--- config.mk ---
export PLATFORM = sky130hd
export DESIGN_NAME = cache_miss_controller_flat
export DESIGN_NICKNAME = d
export VERILOG_FILES = /design/src/rtl/cache_pkg.sv /design/src/rtl/cache_miss_controller_if.sv /design/src/rtl/cache_miss_controller_word_counter.sv /design/src/rtl/cache_miss_controller.sv /design/src/flat_wrapper.sv
export SDC_FILE = /design/constraint.sdc
export NUM_CORES = 1
export LEC_CHECK = 0
export CORE_MARGIN = 4
export CORE_UTILIZATION = 42
export DETAILED_ROUTE_END_ITERATION = 10
export HOLD_SLACK_MARGIN = 0.06
export PLACE_DENSITY = 0.86
export SYNTH_ARGS = -nofsm -noshare
export SYNTH_HDL_FRONTEND = slang
export SYNTH_SLANG_ARGS = --single-unit
--- constraint.sdc ---
create_clock -name clk -period 4.35 [get_ports clk]
set_input_delay 0.6525 -clock clk [delete_from_list [all_inputs] [get_ports clk]]
set_output_delay 0.6525 -clock clk [all_outputs]
set_load 0.005 [all_outputs]
--- src/rtl/cache_pkg.sv ---
// Shared constants and types for the cache miss controller: block geometry,
// fill state encoding and fill-target select.
package cache_pkg;

    localparam int OFFSET_W        = 4;
    localparam int WORDS_PER_BLOCK = 8;
    localparam int CNT_W           = 4;

    typedef enum logic {
        FILL_IDLE   = 1'b0,
        FILL_ACTIVE = 1'b1
    } fill_state_t;

    typedef enum logic {
        TGT_D = 1'b0,
        TGT_I = 1'b1
    } target_t;

endpackage

--- src/rtl/cache_miss_controller_if.sv ---
// Miss request, memory read port and cache fill strobes between the miss
// controller (master) and the caches/memory around it (slave).
interface cache_miss_controller_if #(
    parameter int AWIDTH = 16
);

    logic              d_cache_miss_detected;
    logic [AWIDTH-1:0] d_cache_miss_address;
    logic              i_cache_miss_detected;
    logic [AWIDTH-1:0] i_cache_miss_address;
    logic              memory_data_valid;

    logic [AWIDTH-1:0] memory_address;
    logic              memory_enable;
    logic              fill_busy;
    logic [AWIDTH-1:0] fill_address;
    logic              d_cache_fsm_data_wen;
    logic              i_cache_fsm_data_wen;
    logic              d_cache_fsm_tag_wen;
    logic              i_cache_fsm_tag_wen;

    modport master (
        input  d_cache_miss_detected,
        input  d_cache_miss_address,
        input  i_cache_miss_detected,
        input  i_cache_miss_address,
        input  memory_data_valid,
        output memory_address,
        output memory_enable,
        output fill_busy,
        output fill_address,
        output d_cache_fsm_data_wen,
        output i_cache_fsm_data_wen,
        output d_cache_fsm_tag_wen,
        output i_cache_fsm_tag_wen
    );

    modport slave (
        output d_cache_miss_detected,
        output d_cache_miss_address,
        output i_cache_miss_detected,
        output i_cache_miss_address,
        output memory_data_valid,
        input  memory_address,
        input  memory_enable,
        input  fill_busy,
        input  fill_address,
        input  d_cache_fsm_data_wen,
        input  i_cache_fsm_data_wen,
        input  d_cache_fsm_tag_wen,
        input  i_cache_fsm_tag_wen
    );

endinterface

--- src/rtl/cache_miss_controller_word_counter.sv ---
// Small enabled up-counter with synchronous clear; used to index the words
// of a block on both the issue and the receive side of a fill.
module word_counter
    import cache_pkg::*;
#(
    parameter int WIDTH = CNT_W
) (
    input  logic             clk,
    input  logic             rst,
    input  logic             clear,
    input  logic             enable,
    output logic [WIDTH-1:0] count
);

    always_ff @(posedge clk) begin
        if (rst || clear) begin
            count <= '0;
        end else if (enable) begin
            count <= count + WIDTH'(1);
        end
    end

endmodule

--- src/rtl/cache_miss_controller.sv ---
// Shared I/D-cache miss handler: arbitrates misses (D first), streams one block
// from the pipelined memory, strobes per-word data writes, then the tag write.
module cache_miss_controller #(
    parameter int AWIDTH          = 16,
    parameter int DWIDTH          = 16,
    parameter int WORDS_PER_BLOCK = cache_pkg::WORDS_PER_BLOCK
) (
    input  logic                    clk,
    input  logic                    rst,
    cache_miss_controller_if.master bus
);

    import cache_pkg::*;

    localparam int              WORD_BYTES  = DWIDTH / 8;
    localparam logic [CNT_W-1:0] BLOCK_WORDS = CNT_W'(WORDS_PER_BLOCK);
    localparam logic [CNT_W-1:0] LAST_WORD   = CNT_W'(WORDS_PER_BLOCK - 1);

    fill_state_t       state;
    fill_state_t       state_next;
    target_t           target;
    target_t           target_next;
    logic [AWIDTH-1:0] base;
    logic [AWIDTH-1:0] base_next;

    logic [CNT_W-1:0]  ic;
    logic [CNT_W-1:0]  rc;
    logic              issue_step;
    logic              recv_step;
    logic              counters_clear;

    logic [AWIDTH-1:0] issue_offset;
    logic [AWIDTH-1:0] recv_offset;
    logic [AWIDTH-1:0] d_block_base;
    logic [AWIDTH-1:0] i_block_base;

    logic              mem_en;
    logic [AWIDTH-1:0] mem_addr;
    logic [AWIDTH-1:0] fill_addr;
    logic              word_wen;
    logic              last_word;

    logic              unused_offset_bits;

    // The byte offset inside a block never exceeds 14, so adding it to the
    // block-aligned base cannot carry into the tag/index bits.
    assign issue_offset = AWIDTH'(ic) * AWIDTH'(WORD_BYTES);
    assign recv_offset  = AWIDTH'(rc) * AWIDTH'(WORD_BYTES);

    assign d_block_base = {bus.d_cache_miss_address[AWIDTH-1:OFFSET_W], OFFSET_W'(0)};
    assign i_block_base = {bus.i_cache_miss_address[AWIDTH-1:OFFSET_W], OFFSET_W'(0)};
    assign unused_offset_bits = ^{bus.d_cache_miss_address[OFFSET_W-1:0],
                                  bus.i_cache_miss_address[OFFSET_W-1:0]};

    word_counter #(
        .WIDTH (CNT_W)
    ) u_issue_counter (
        .clk    (clk),
        .rst    (rst),
        .clear  (counters_clear),
        .enable (issue_step),
        .count  (ic)
    );

    word_counter #(
        .WIDTH (CNT_W)
    ) u_recv_counter (
        .clk    (clk),
        .rst    (rst),
        .clear  (counters_clear),
        .enable (recv_step),
        .count  (rc)
    );

    always_ff @(posedge clk) begin
        if (rst) begin
            state  <= FILL_IDLE;
            target <= TGT_D;
            base   <= '0;
        end else begin
            state  <= state_next;
            target <= target_next;
            base   <= base_next;
        end
    end

    // Issue and receive sides run independently inside FILL_ACTIVE; only the
    // arrival of the last word decides when the fill retires.
    always_comb begin
        state_next     = state;
        target_next    = target;
        base_next      = base;
        issue_step     = 1'b0;
        recv_step      = 1'b0;
        counters_clear = 1'b0;
        mem_en         = 1'b0;
        mem_addr       = '0;
        fill_addr      = '0;
        word_wen       = 1'b0;
        last_word      = 1'b0;

        case (state)
            FILL_IDLE: begin
                counters_clear = 1'b1;
                if (bus.d_cache_miss_detected) begin
                    state_next  = FILL_ACTIVE;
                    target_next = TGT_D;
                    base_next   = d_block_base;
                end else if (bus.i_cache_miss_detected) begin
                    state_next  = FILL_ACTIVE;
                    target_next = TGT_I;
                    base_next   = i_block_base;
                end
            end

            FILL_ACTIVE: begin
                if (ic < BLOCK_WORDS) begin
                    mem_en     = 1'b1;
                    mem_addr   = base + issue_offset;
                    issue_step = 1'b1;
                end
                if (bus.memory_data_valid) begin
                    word_wen  = 1'b1;
                    fill_addr = base + recv_offset;
                    recv_step = 1'b1;
                    if (rc == LAST_WORD) begin
                        last_word  = 1'b1;
                        state_next = FILL_IDLE;
                    end
                end
            end

            default: begin
                state_next = FILL_IDLE;
            end
        endcase
    end

    assign bus.memory_enable  = mem_en;
    assign bus.memory_address = mem_addr;
    assign bus.fill_busy      = (state == FILL_ACTIVE);
    assign bus.fill_address   = fill_addr;

    assign bus.d_cache_fsm_data_wen = word_wen  && (target == TGT_D);
    assign bus.i_cache_fsm_data_wen = word_wen  && (target == TGT_I);
    assign bus.d_cache_fsm_tag_wen  = last_word && (target == TGT_D);
    assign bus.i_cache_fsm_tag_wen  = last_word && (target == TGT_I);

    // Structural invariants of the fill strobes.
    a_one_target : assert property (@(posedge clk) disable iff (rst)
        !(bus.d_cache_fsm_data_wen && bus.i_cache_fsm_data_wen));
    a_tag_with_data : assert property (@(posedge clk) disable iff (rst)
        (bus.d_cache_fsm_tag_wen || bus.i_cache_fsm_tag_wen) |-> word_wen);

endmodule

--- src/flat_wrapper.sv ---
// flat-port wrapper written by rule: the top's interface ports become plain ports
module cache_miss_controller_flat import cache_pkg::*;
#(
    parameter int AWIDTH          = 16,
    parameter int DWIDTH          = 16,
    parameter int WORDS_PER_BLOCK = cache_pkg::WORDS_PER_BLOCK
)
  (clk, rst, bus_d_cache_miss_detected, bus_d_cache_miss_address, bus_i_cache_miss_detected, bus_i_cache_miss_address, bus_memory_data_valid, bus_memory_address, bus_memory_enable, bus_fill_busy, bus_fill_address, bus_d_cache_fsm_data_wen, bus_i_cache_fsm_data_wen, bus_d_cache_fsm_tag_wen, bus_i_cache_fsm_tag_wen);
  cache_miss_controller_if #(.AWIDTH(AWIDTH)) bus_i ();
  input  logic clk;
  input  logic rst;
  input wire logic [$bits(bus_i.d_cache_miss_detected)-1:0] bus_d_cache_miss_detected;
  input wire logic [$bits(bus_i.d_cache_miss_address)-1:0] bus_d_cache_miss_address;
  input wire logic [$bits(bus_i.i_cache_miss_detected)-1:0] bus_i_cache_miss_detected;
  input wire logic [$bits(bus_i.i_cache_miss_address)-1:0] bus_i_cache_miss_address;
  input wire logic [$bits(bus_i.memory_data_valid)-1:0] bus_memory_data_valid;
  output wire logic [$bits(bus_i.memory_address)-1:0] bus_memory_address;
  output wire logic [$bits(bus_i.memory_enable)-1:0] bus_memory_enable;
  output wire logic [$bits(bus_i.fill_busy)-1:0] bus_fill_busy;
  output wire logic [$bits(bus_i.fill_address)-1:0] bus_fill_address;
  output wire logic [$bits(bus_i.d_cache_fsm_data_wen)-1:0] bus_d_cache_fsm_data_wen;
  output wire logic [$bits(bus_i.i_cache_fsm_data_wen)-1:0] bus_i_cache_fsm_data_wen;
  output wire logic [$bits(bus_i.d_cache_fsm_tag_wen)-1:0] bus_d_cache_fsm_tag_wen;
  output wire logic [$bits(bus_i.i_cache_fsm_tag_wen)-1:0] bus_i_cache_fsm_tag_wen;
  assign bus_i.d_cache_miss_detected = bus_d_cache_miss_detected;
  assign bus_i.d_cache_miss_address = bus_d_cache_miss_address;
  assign bus_i.i_cache_miss_detected = bus_i_cache_miss_detected;
  assign bus_i.i_cache_miss_address = bus_i_cache_miss_address;
  assign bus_i.memory_data_valid = bus_memory_data_valid;
  assign bus_memory_address = bus_i.memory_address;
  assign bus_memory_enable = bus_i.memory_enable;
  assign bus_fill_busy = bus_i.fill_busy;
  assign bus_fill_address = bus_i.fill_address;
  assign bus_d_cache_fsm_data_wen = bus_i.d_cache_fsm_data_wen;
  assign bus_i_cache_fsm_data_wen = bus_i.i_cache_fsm_data_wen;
  assign bus_d_cache_fsm_tag_wen = bus_i.d_cache_fsm_tag_wen;
  assign bus_i_cache_fsm_tag_wen = bus_i.i_cache_fsm_tag_wen;
  cache_miss_controller #(.AWIDTH(AWIDTH), .DWIDTH(DWIDTH), .WORDS_PER_BLOCK(WORDS_PER_BLOCK)) u_core (.clk(clk), .rst(rst), .bus(bus_i));
endmodule
==> results of run 1 <==
[critical path, delay by kind of cell]
family / cells / cell delay [ps]
buffers and inverters: 2 / 1210
and+or+nand+nor: 3 / 770
[synthesized netlist by cell type (all sizes together) (4+ instances only)]
cell	count	share of area [%]
nand2	5	1.4
a21oi	8	2.9
mux2i	15	11
nor2	24	6.5
inv	5	1.4
a211oi	13	7.1
xor2	4	2.5
ha	4	3.6
nor3	5	1.8
and3	5	2.3
dfxtp	22	32
buf	7	3.1
o31ai	4	2.2
and2	14	6.4
or4	4	2.2
clkbuf	6	1.9
nand3	5	2.2
[worst paths after layout]
| check | start | slack [ps] | to | depth (start not counted) |
|---|---|---|---|---|
| worst max-delay path | bus_memory_data_valid | 1060 | bus_d_cache_fsm_tag_wen | 5 |
| worst min register to register | u_core.u_recv_counter.count[3]$_SDFFE_PP0P_ | 530 | u_core.u_recv_counter.count[3]$_SDFFE_PP0P_ | 2 |
| worst max register to register | u_core.bus.fill_busy$_SDFF_PP0_ | 2880 | u_core.base[14]$_SDFFE_PP0P_ | 3 |
| worst min-delay path | u_core.u_recv_counter.count[3]$_SDFFE_PP0P_ | 530 | u_core.u_recv_counter.count[3]$_SDFFE_PP0P_ | 2 |
[flip-flops by register name, indices dropped and copies added (netlist names)]
signal                        cells
u_core.base                      12
u_core.u_issue_counter.count      4
u_core.u_recv_counter.count       4
u_core.target                     1
u_core.bus.fill_busy              1
[layout make-up]
| class | count | area share (%) |
|---|---|---|
| multi-input combinational | 131 | 41.8 |
| timing repair buffer | 65 | 31.5 |
| sequential | 22 | 21.4 |
| tap | 44 | 2.67 |
| clock buffer | 4 | 1.76 |
| inverter | 5 | 0.912 |
[where the power goes]
part | switching, W | internal, W
clock network | 0.0000623 | 0.0000511
registers | 0.0000175 | 0.000214
logic | 0.0000450 | 0.0000661
total | 0.000125 | 0.000332
[kinds of logic (layout without fill, tap and decap cells)]
| group | count (synthesis) | in the layout | synth area share [%] |
|---|---|---|---|
| adders and majority gates | 4 | 4 | 3.62 |
| buffers and inverters | 18 | 74 | 6.33 |
| muxes | 15 | 15 | 10.8 |
| and+or+nand+nor | 73 | 73 | 28.3 |
| AOI/OAI and AO/OA | 30 | 30 | 14.4 |
| xor gates and xnor gates | 7 | 7 | 4.43 |
| DFF | 22 | 22 | 31.8 |
| other | 1 | 2 | 0.271 |
[per-stage QoR]
| stage | total power [W] | instances |
|---|---|---|
| after floorplan | 0.000289 | 171 |
| final | 0.000456 | 271 |
| after global routing | 0.000485 | 271 |
| after CTS | 0.000462 | 271 |
| after detailed placement | 0.000348 | 267 |
| after global placement | 0.000345 | 267 |
[cells in the final DEF (no fill, tap or decap), types with 2 or more instances in the layout]
cell	netlist	layout
sky130_fd_sc_hd__clkdlybuf4s50_1	0	64
sky130_fd_sc_hd__nor2_1	24	24
sky130_fd_sc_hd__dfxtp_1	22	22
sky130_fd_sc_hd__mux2i_1	15	15
sky130_fd_sc_hd__and2_1	13	13
sky130_fd_sc_hd__a211oi_1	13	13
sky130_fd_sc_hd__a21oi_1	8	8
sky130_fd_sc_hd__nor3_1	5	5
sky130_fd_sc_hd__nand2_1	5	5
sky130_fd_sc_hd__and3_1	5	5
sky130_fd_sc_hd__inv_1	4	4
sky130_fd_sc_hd__o31ai_1	4	4
sky130_fd_sc_hd__or4_1	4	4
sky130_fd_sc_hd__nand3_1	4	4
sky130_fd_sc_hd__xor2_1	4	4
sky130_fd_sc_hd__ha_1	4	4
sky130_fd_sc_hd__o21ai_0	3	3
sky130_fd_sc_hd__or3_1	3	3
sky130_fd_sc_hd__xnor2_1	3	3
sky130_fd_sc_hd__clkbuf_4	1	3
sky130_fd_sc_hd__nand2b_1	2	2
sky130_fd_sc_hd__conb_1	1	2
[routing by layer]
metal / vias to the layer above / share of wire (%) / wire [um]
met5: - / 0 / 0
met4: 0 / 0.84 / 31
met3: 4 / 7.2 / 265
met2: 52 / 47 / 1720
met1: 634 / 45 / 1680
li1: 704 / - / -
==> impl.org, run 1 <==
** Outcome
- The run finished with clean final reports.

** Synthesis
- Synthesis produced 170 cells.
- For this run, asynchronously set or reset flops after synthesis account for 0%.
- Post-synth EDFFs :: 0
- Yosys warnings :: 0
- Flop and latch count out of synthesis :: 22
- Synthesized area :: 1380 um^2
- Sequential area share after synthesis :: a little under a third
- The average instance in the mapped netlist occupies between 8 and 9 um^2.
- Most used DFF post-synth :: sky130_fd_sc_hd__dfxtp_1
- The synthesized netlist contains 35 unique library cells.

** Floorplanning
- The floorplan step set the die height to 65.4 um.
- Initial Util :: between 40 and 50%
- Site row count :: 20
- Die W :: roughly 65 um
- IO Count :: 75
- The die covers 4280 um^2.
- Floorplan Core Area :: ~3100 um^2

** Global route
- Global Route met2 Usage :: between 30% and 40%
- Met1 layer usage reported by global route :: around a quarter
- The first global-routing pass estimated approximately 6400 um of wire.
- Global routing used 18.6% of the available tracks.
- The initial antenna violation count was 0.
- Via count of the first global-routing pass :: 1,415
- The layer flagged by global routing as most heavily used is met2.
- Global routing consumed, on the met3 layer, 3.08% of the routing resources.
- Gr ovfl total :: 0
- Entering global routing, the biggest net connects 25 pins.

** STA
- Time the final worst path needs with I/O delays and setup :: roughly 3300 ps
- The number of max-slew violations in the final report is 0.
- Setup total negative slack on the finished layout was measured at 0 ps.
- After layout, the worst setup slack is around 1100 ps.
- Setup repair after global routing left no endpoint under its margin.
- Final-layout worst hold slack :: around 530 ps
- Normalized max-slew margin :: 48.2%
- Worst-Margin Slew :: 774 ps
- Setup violations remaining at the end of the flow were counted as 0.
- Based on the critical path, the design can be clocked at up to between 300 and 400 MHz.
- Dividing the final minimum period by the clock period gives around 76%.
- Between clock sinks in the finished design, the worst skew comes to between 0.9 and 1 ps.
- The number of hold violations in the final report came to 0.

** Worst setup path
- Walking the worst path, the cells encountered are clkdlybuf4s50_1 -> nand3_1 -> nor3b_1 -> nor2b_1 -> clkdlybuf4s50_1.
- Launching element type of the critical path :: input pin
- Largest fanout of any net on the critical path :: 11
- On the critical path, the stage with the largest delay is an instance of sky130_fd_sc_hd__clkdlybuf4s50_1.
- At the worst endpoint, the required time is 3700 ps.
- The worst setup path is of the in -> out kind.
- At the worst endpoint, the arrival time is about 2600 ps.
- The worst setup path is captured at a primary output.
- Critical path's most frequent cell :: sky130_fd_sc_hd__clkdlybuf4s50_1
- On the worst path, the slowest cell contributes a delay of about 700 ps.

** Drt
- Wire length reported by the detailed router :: between 3000 and 4000 um
- Vias after detailed routing :: between 1,000 and 1,500
- The first detailed-routing pass ran for 4 iterations.
- Post-route DRC violation count :: 0
- Dividing the detail-routed via count by the number of cells gives about 5.1.
- Detail Route Antenna Nets :: 0
- Dividing the detail-routed wire length by the instance count gives around 14 um.
- Initial DRC count :: between 80 and 90

** Clock tree
- Clk_lat worst skew :: 310 ps
- Number of buffers inserted during clock tree synthesis :: 3
- Htree depth :: 1
- Once the clock tree was built, the setup fixing pass inserted 0 buffers.
- Number of cells upsized or downsized after cts :: 0
- CTS Buffer Depth :: 2
- Cell at the root of the clock tree :: sky130_fd_sc_hd__clkbuf_4
- # clock sinks :: 22
- TritonCTS built the clock tree.
- Clock-pin slew on the worst setup and hold paths :: around 120 ps
- CTS Hold Buffers Added :: 0

** Place
- In this run the cell area measured after placement is approximately 2000 um^2.
- During placement, the flow inserted port buffers numbering between 60 and 70.
- Detailed placement ended at an HPWL of 2810 um.
- Before CTS, the worst setup slack after placement is around 1100 ps.
- Placer Congestion :: slightly above 0.8

** Layout
- The layout has approximately 290 filler cells.
- Share of the core filled with cells :: around two thirds
- Once layout is done, the placed cells without fillers occupy 2060 um^2.
- The number of antenna diodes in the final layout is 0.
- Layout cells sized above 1 :: about 4.4%
- The multi-input combinational cells in the finished layout cover a total of 860 um^2.
- In the final layout, flip-flops and latches occupy 440 um^2.
- Compared with the post-synthesis result, the final layout area differs by 48.7%.
- After the last flow step, the layout net total stands at about 270.

** Pwr
- VDD sags by at most about 0.00014 V.
- The analysis attributes to cell leakage a power of between 0.7 and 0.8 nW.
- Dividing total power by cell area gives a power density of between 200 and 250 nW/um^2.

** Hold path
- Worst hold path class :: reg -> reg

** Flow run
- # Max-Cap Violations :: 0
(Power assumes the default switching activity.)
==> run 2: changes to the inputs <==
--- a/config.mk
+++ b/config.mk
@@ -6,10 +6,10 @@
 export NUM_CORES = 1
 export LEC_CHECK = 0
 export CORE_MARGIN = 4
-export CORE_UTILIZATION = 42
+export CORE_UTILIZATION = 35
 export DETAILED_ROUTE_END_ITERATION = 10
 export HOLD_SLACK_MARGIN = 0.06
-export PLACE_DENSITY = 0.86
+export PLACE_DENSITY = 0.76
 export SYNTH_ARGS = -nofsm -noshare
 export SYNTH_HDL_FRONTEND = slang
 export SYNTH_SLANG_ARGS = --single-unit
==> constraint.sdc (replaced) <==
create_clock -name clk -period 2.8 [get_ports clk]
set_input_delay 0.42 -clock clk [delete_from_list [all_inputs] [get_ports clk]]
set_output_delay 0.42 -clock clk [all_outputs]
set_load 0.005 [all_outputs]
==> impl.org, run 2 (synthesized netlist as in run 1, its figures left out) <==
** Drt
- Detail Route Antenna Nets :: 0
- In the routed layout, each cell is associated on average with a via count of around 5.
- Post-route DRC violation count :: 0
- Vias after detailed routing :: approximately 1,400
- Before antenna repair, the detailed router went through 4 iterations.
- For this block, the routed nets add up to ~3700 um of wire.
- After detailed routing, the average wire length per cell comes to between 10 and 15 um.
- In this run, the number of DRC markers left after iteration 0 of detailed routing was 85.

** Hold path
- WHS Path Cells :: 2
- Worst hold path class :: reg -> reg
- For hold timing, the worst endpoint is u_core.u_recv_counter.count[3]$_SDFFE_PP0P_.
- Hold path startpoint :: u_core.u_recv_counter.count[3]$_SDFFE_PP0P_

** Layout
- Counting flops per register, the top entry is u_core.base.
- The library cell used most frequently in the layout, excluding fill and tap cells, is sky130_fd_sc_hd__clkdlybuf4s50_1.
- Number of flip-flops in the largest register :: 12
- Count of filler cells inserted in the layout :: 367
- Most frequent cells in the layout :: 63 x sky130_fd_sc_hd__clkdlybuf4s50_1, 24 x sky130_fd_sc_hd__nor2_1, 21 x sky130_fd_sc_hd__dfxtp_1
- Once layout is complete, the cells apart from fillers number about 280.
- Share of the core filled with cells :: between 50% and 60%
- The post-route netlist has 7.79% of its cells at a drive strength greater than 1.
- Compared with the post-synthesis result, the final layout area differs by 56.0%.
- Largest registers ranked by flip-flop count :: u_core.base (12), u_core.u_issue_counter.count (4), u_core.u_recv_counter.count (4)
- Ant diodes :: 0
- At the end of the flow, the number of nets in the layout was between 200 and 300.

** Floorplanning
- The floorplan step set the die width to around 71 um.
- Die Area :: 5020 um^2
- After floorplanning, the core was divided into 22 placement rows.
- The region available for standard cell placement spans roughly 3700 um^2.
- The initial utilization of the core area, before any placement, comes to between 30% and 40%.
- between 70 and 80 I/O pins were placed.
- Die height :: ~71 um

** Worst setup path
- The worst register-to-register path ends at u_core.base[8]$_SDFFE_PP0P_.
- The worst register-to-register path has a setup slack of 1450 ps.
- Launching element type of the critical path :: register
- The slowest stage of the critical path belongs to the cell sky130_fd_sc_hd__clkdlybuf4s50_1.
- In this run the critical register-to-register path is launched from u_core.bus.fill_busy$_SDFF_PP0_.
- Ordered list of cells on the worst path :: ha_2 -> ha_4 -> nand3_4 -> or4_1 -> a21oi_2 -> clkdlybuf4s50_1
- Kind of critical path :: reg -> out
- Worst EP required :: about 2400 ps
- Crit end category :: primary output
- Longest individual stage delay on the worst path :: approximately 510 ps
- Number of buffers and inverters on the critical path :: 1
- Data arrives at the worst endpoint at ~2200 ps.
- Largest fanout of any net on the critical path :: 7
- The worst register-to-register path has a depth of 3.
- Largest delay contributor family on the critical path :: simple AND/OR/NAND/NOR gates

** Place
- Buffers placed on the I/O ports in this run total 64.
- Prior to clock tree synthesis, the placed netlist has a worst setup slack of approximately 230 ps.
- # placed instances :: approximately 280
- Placed wire-length estimate after detailed placement :: around 2900 um
- Routability-driven placement finished with a final weighted congestion of slightly below 0.8.

** STA
- Time the final worst path needs with I/O delays and setup :: approximately 2700 ps
- The number of hold violations in the final report is 0.
- Setup violation total in the final timing report :: 0
- In the final timing run, aggregate negative setup slack is 0 ps.
- Post-route clock skew :: around 2.1 ps
- Setup repair after global routing left no endpoint under its margin.
- Min setup slack post-route :: roughly 140 ps
- Final critical-path share of the clock period :: 94.8%
- For this run, the top clock speed supported by timing is about 380 MHz.
- Max-slew violations :: 0
- Final hold analysis gives a worst-case slack of between 500 and 600 ps.

** Global route
- Entering global routing, the biggest net connects 25 pins.
- Total global-route track usage :: 15.9%
- Wire length of the first global-routing pass :: between 6000 and 7000 um
- Initial antenna violation count :: 0
- After global routing the overflow that remains totals 0.
- Via count of the first global-routing pass :: 1,402

** Pwr
- Switching power summed over all nets :: just over 0.0002 W
- For this design the ratio of total power to cell area is a little under 400 nW/um^2.
- Leakage component of the power :: 0.838 nW
- The internal portion of the total power is between 0.0006 and 0.0007 W.
- VDD sags by at most between 0.0002 and 0.00025 V.
- Of the total power, the share spent switching nets is around 25%.
- Per report_power, the combinational group accounts for a little over a fifth of the total.
- Sequential cell fraction of total power :: between 40% and 50%
- Per report_power, the clock group accounts for between 30 and 40% of the total.

** Clock tree
- CTS Buffer Depth :: 2
- Clock tree synthesis found a total of 22 sinks.
- Htree depth :: 1
- CTS tree :: yes
- Cell at the root of the clock tree :: sky130_fd_sc_hd__clkbuf_8
- CTS Hold Buffers Added :: 0
- Clock-pin slew on the worst setup and hold paths :: roughly 80 ps
- For the worst-skew pair, the clock arrives at the later sink with an insertion delay of between 200 and 300 ps.
- Buffers inserted during clock tree synthesis total 3.

** Flow run
- # Max-Cap Violations :: 0

** Outcome
- The run finished with clean final reports.
==> run 2: cell count changes in the layout (fill, tap and decap cells not counted), sizes merged <==
cell,previous run,this run
clkbuf,4,3
dlymetal6s2s,0,1
buf,1,5
bufinv,0,1
clkdlybuf4s50,64,63
==> run 2: layer usage <==
metal | vias to the layer above | global-route usage [%] | part of all wire [%]
met5 | - | 0 | 0
met4 | 0 | 3.76 | 0.62
met3 | 2 | 4.55 | 8.6
met2 | 47 | 26.5 | 48
met1 | 610 | 20.2 | 43
li1 | 723 | - | -
==> run 2: repair_timing <==
item,CTS,global route
setup endpoints to repair,1,3
setup buffers,0,0
resized for setup,1,6
==> run 2: power groups by stage <==
stage               clock network (W)  registers [W]  logic (W)
global placement                    0       0.000364   0.000178
CTS                          0.000306       0.000357   0.000182
floorplan                           0       0.000358  0.0000899
finish                       0.000300       0.000359   0.000180
detailed placement                  0       0.000365   0.000181
global route                 0.000317       0.000363   0.000202
==> run 2: worst max path at each step <==
stage                                                startpoint                      end  depth (start not counted)
floorplan           u_core.u_recv_counter.count[3]$_SDFFE_PP0P_     bus_fill_address[12]                          5
CTS                 u_core.u_recv_counter.count[3]$_SDFFE_PP0P_     bus_fill_address[14]                          6
detailed placement                        bus_memory_data_valid  bus_d_cache_fsm_tag_wen                          5
global route                        u_core.base[4]$_SDFFE_PP0P_     bus_fill_address[14]                          6
global placement                          bus_memory_data_valid  bus_d_cache_fsm_tag_wen                          5
finish                              u_core.base[4]$_SDFFE_PP0P_     bus_fill_address[14]                          6
==> run 2: tightest hold or removal path: cells and delay by family (launching register included) <==
family | cells | cell delay [ps]
flops | 1 | 340
compound gates | 2 | 130
==> run 2: area by class of cell <==
cell class	instances	area, um^2	area share (%)
Clock inverter	1	30.0	1.39
Tap cell	48	60.1	2.78
Timing Repair Buffer	69	681	31.5
Multi-Input combinational cell	131	886	41.0
Inverter	5	18.8	0.870
Sequential cell	22	442	20.5
Clock buffer	3	41.3	1.91
==> run 2: metrics by stage <==
step                      cell area (um^2)  total power [W]
after global routing                  2160         0.000883
after detailed placement              2060         0.000545
after global placement                2060         0.000542
after CTS                             2130         0.000845
final                                 2160         0.000839
after floorplan                       1390         0.000448
==> run 3: changes to the inputs <==
--- a/config.mk
+++ b/config.mk
@@ -8,7 +8,7 @@
 export CORE_MARGIN = 4
 export CORE_UTILIZATION = 35
 export DETAILED_ROUTE_END_ITERATION = 10
-export HOLD_SLACK_MARGIN = 0.06
+export HOLD_SLACK_MARGIN = 0.02
 export PLACE_DENSITY = 0.76
 export SYNTH_ARGS = -nofsm -noshare
 export SYNTH_HDL_FRONTEND = slang
==> results of run 3 <==
Final layout, timing and power as in run 2 (identical DEF).
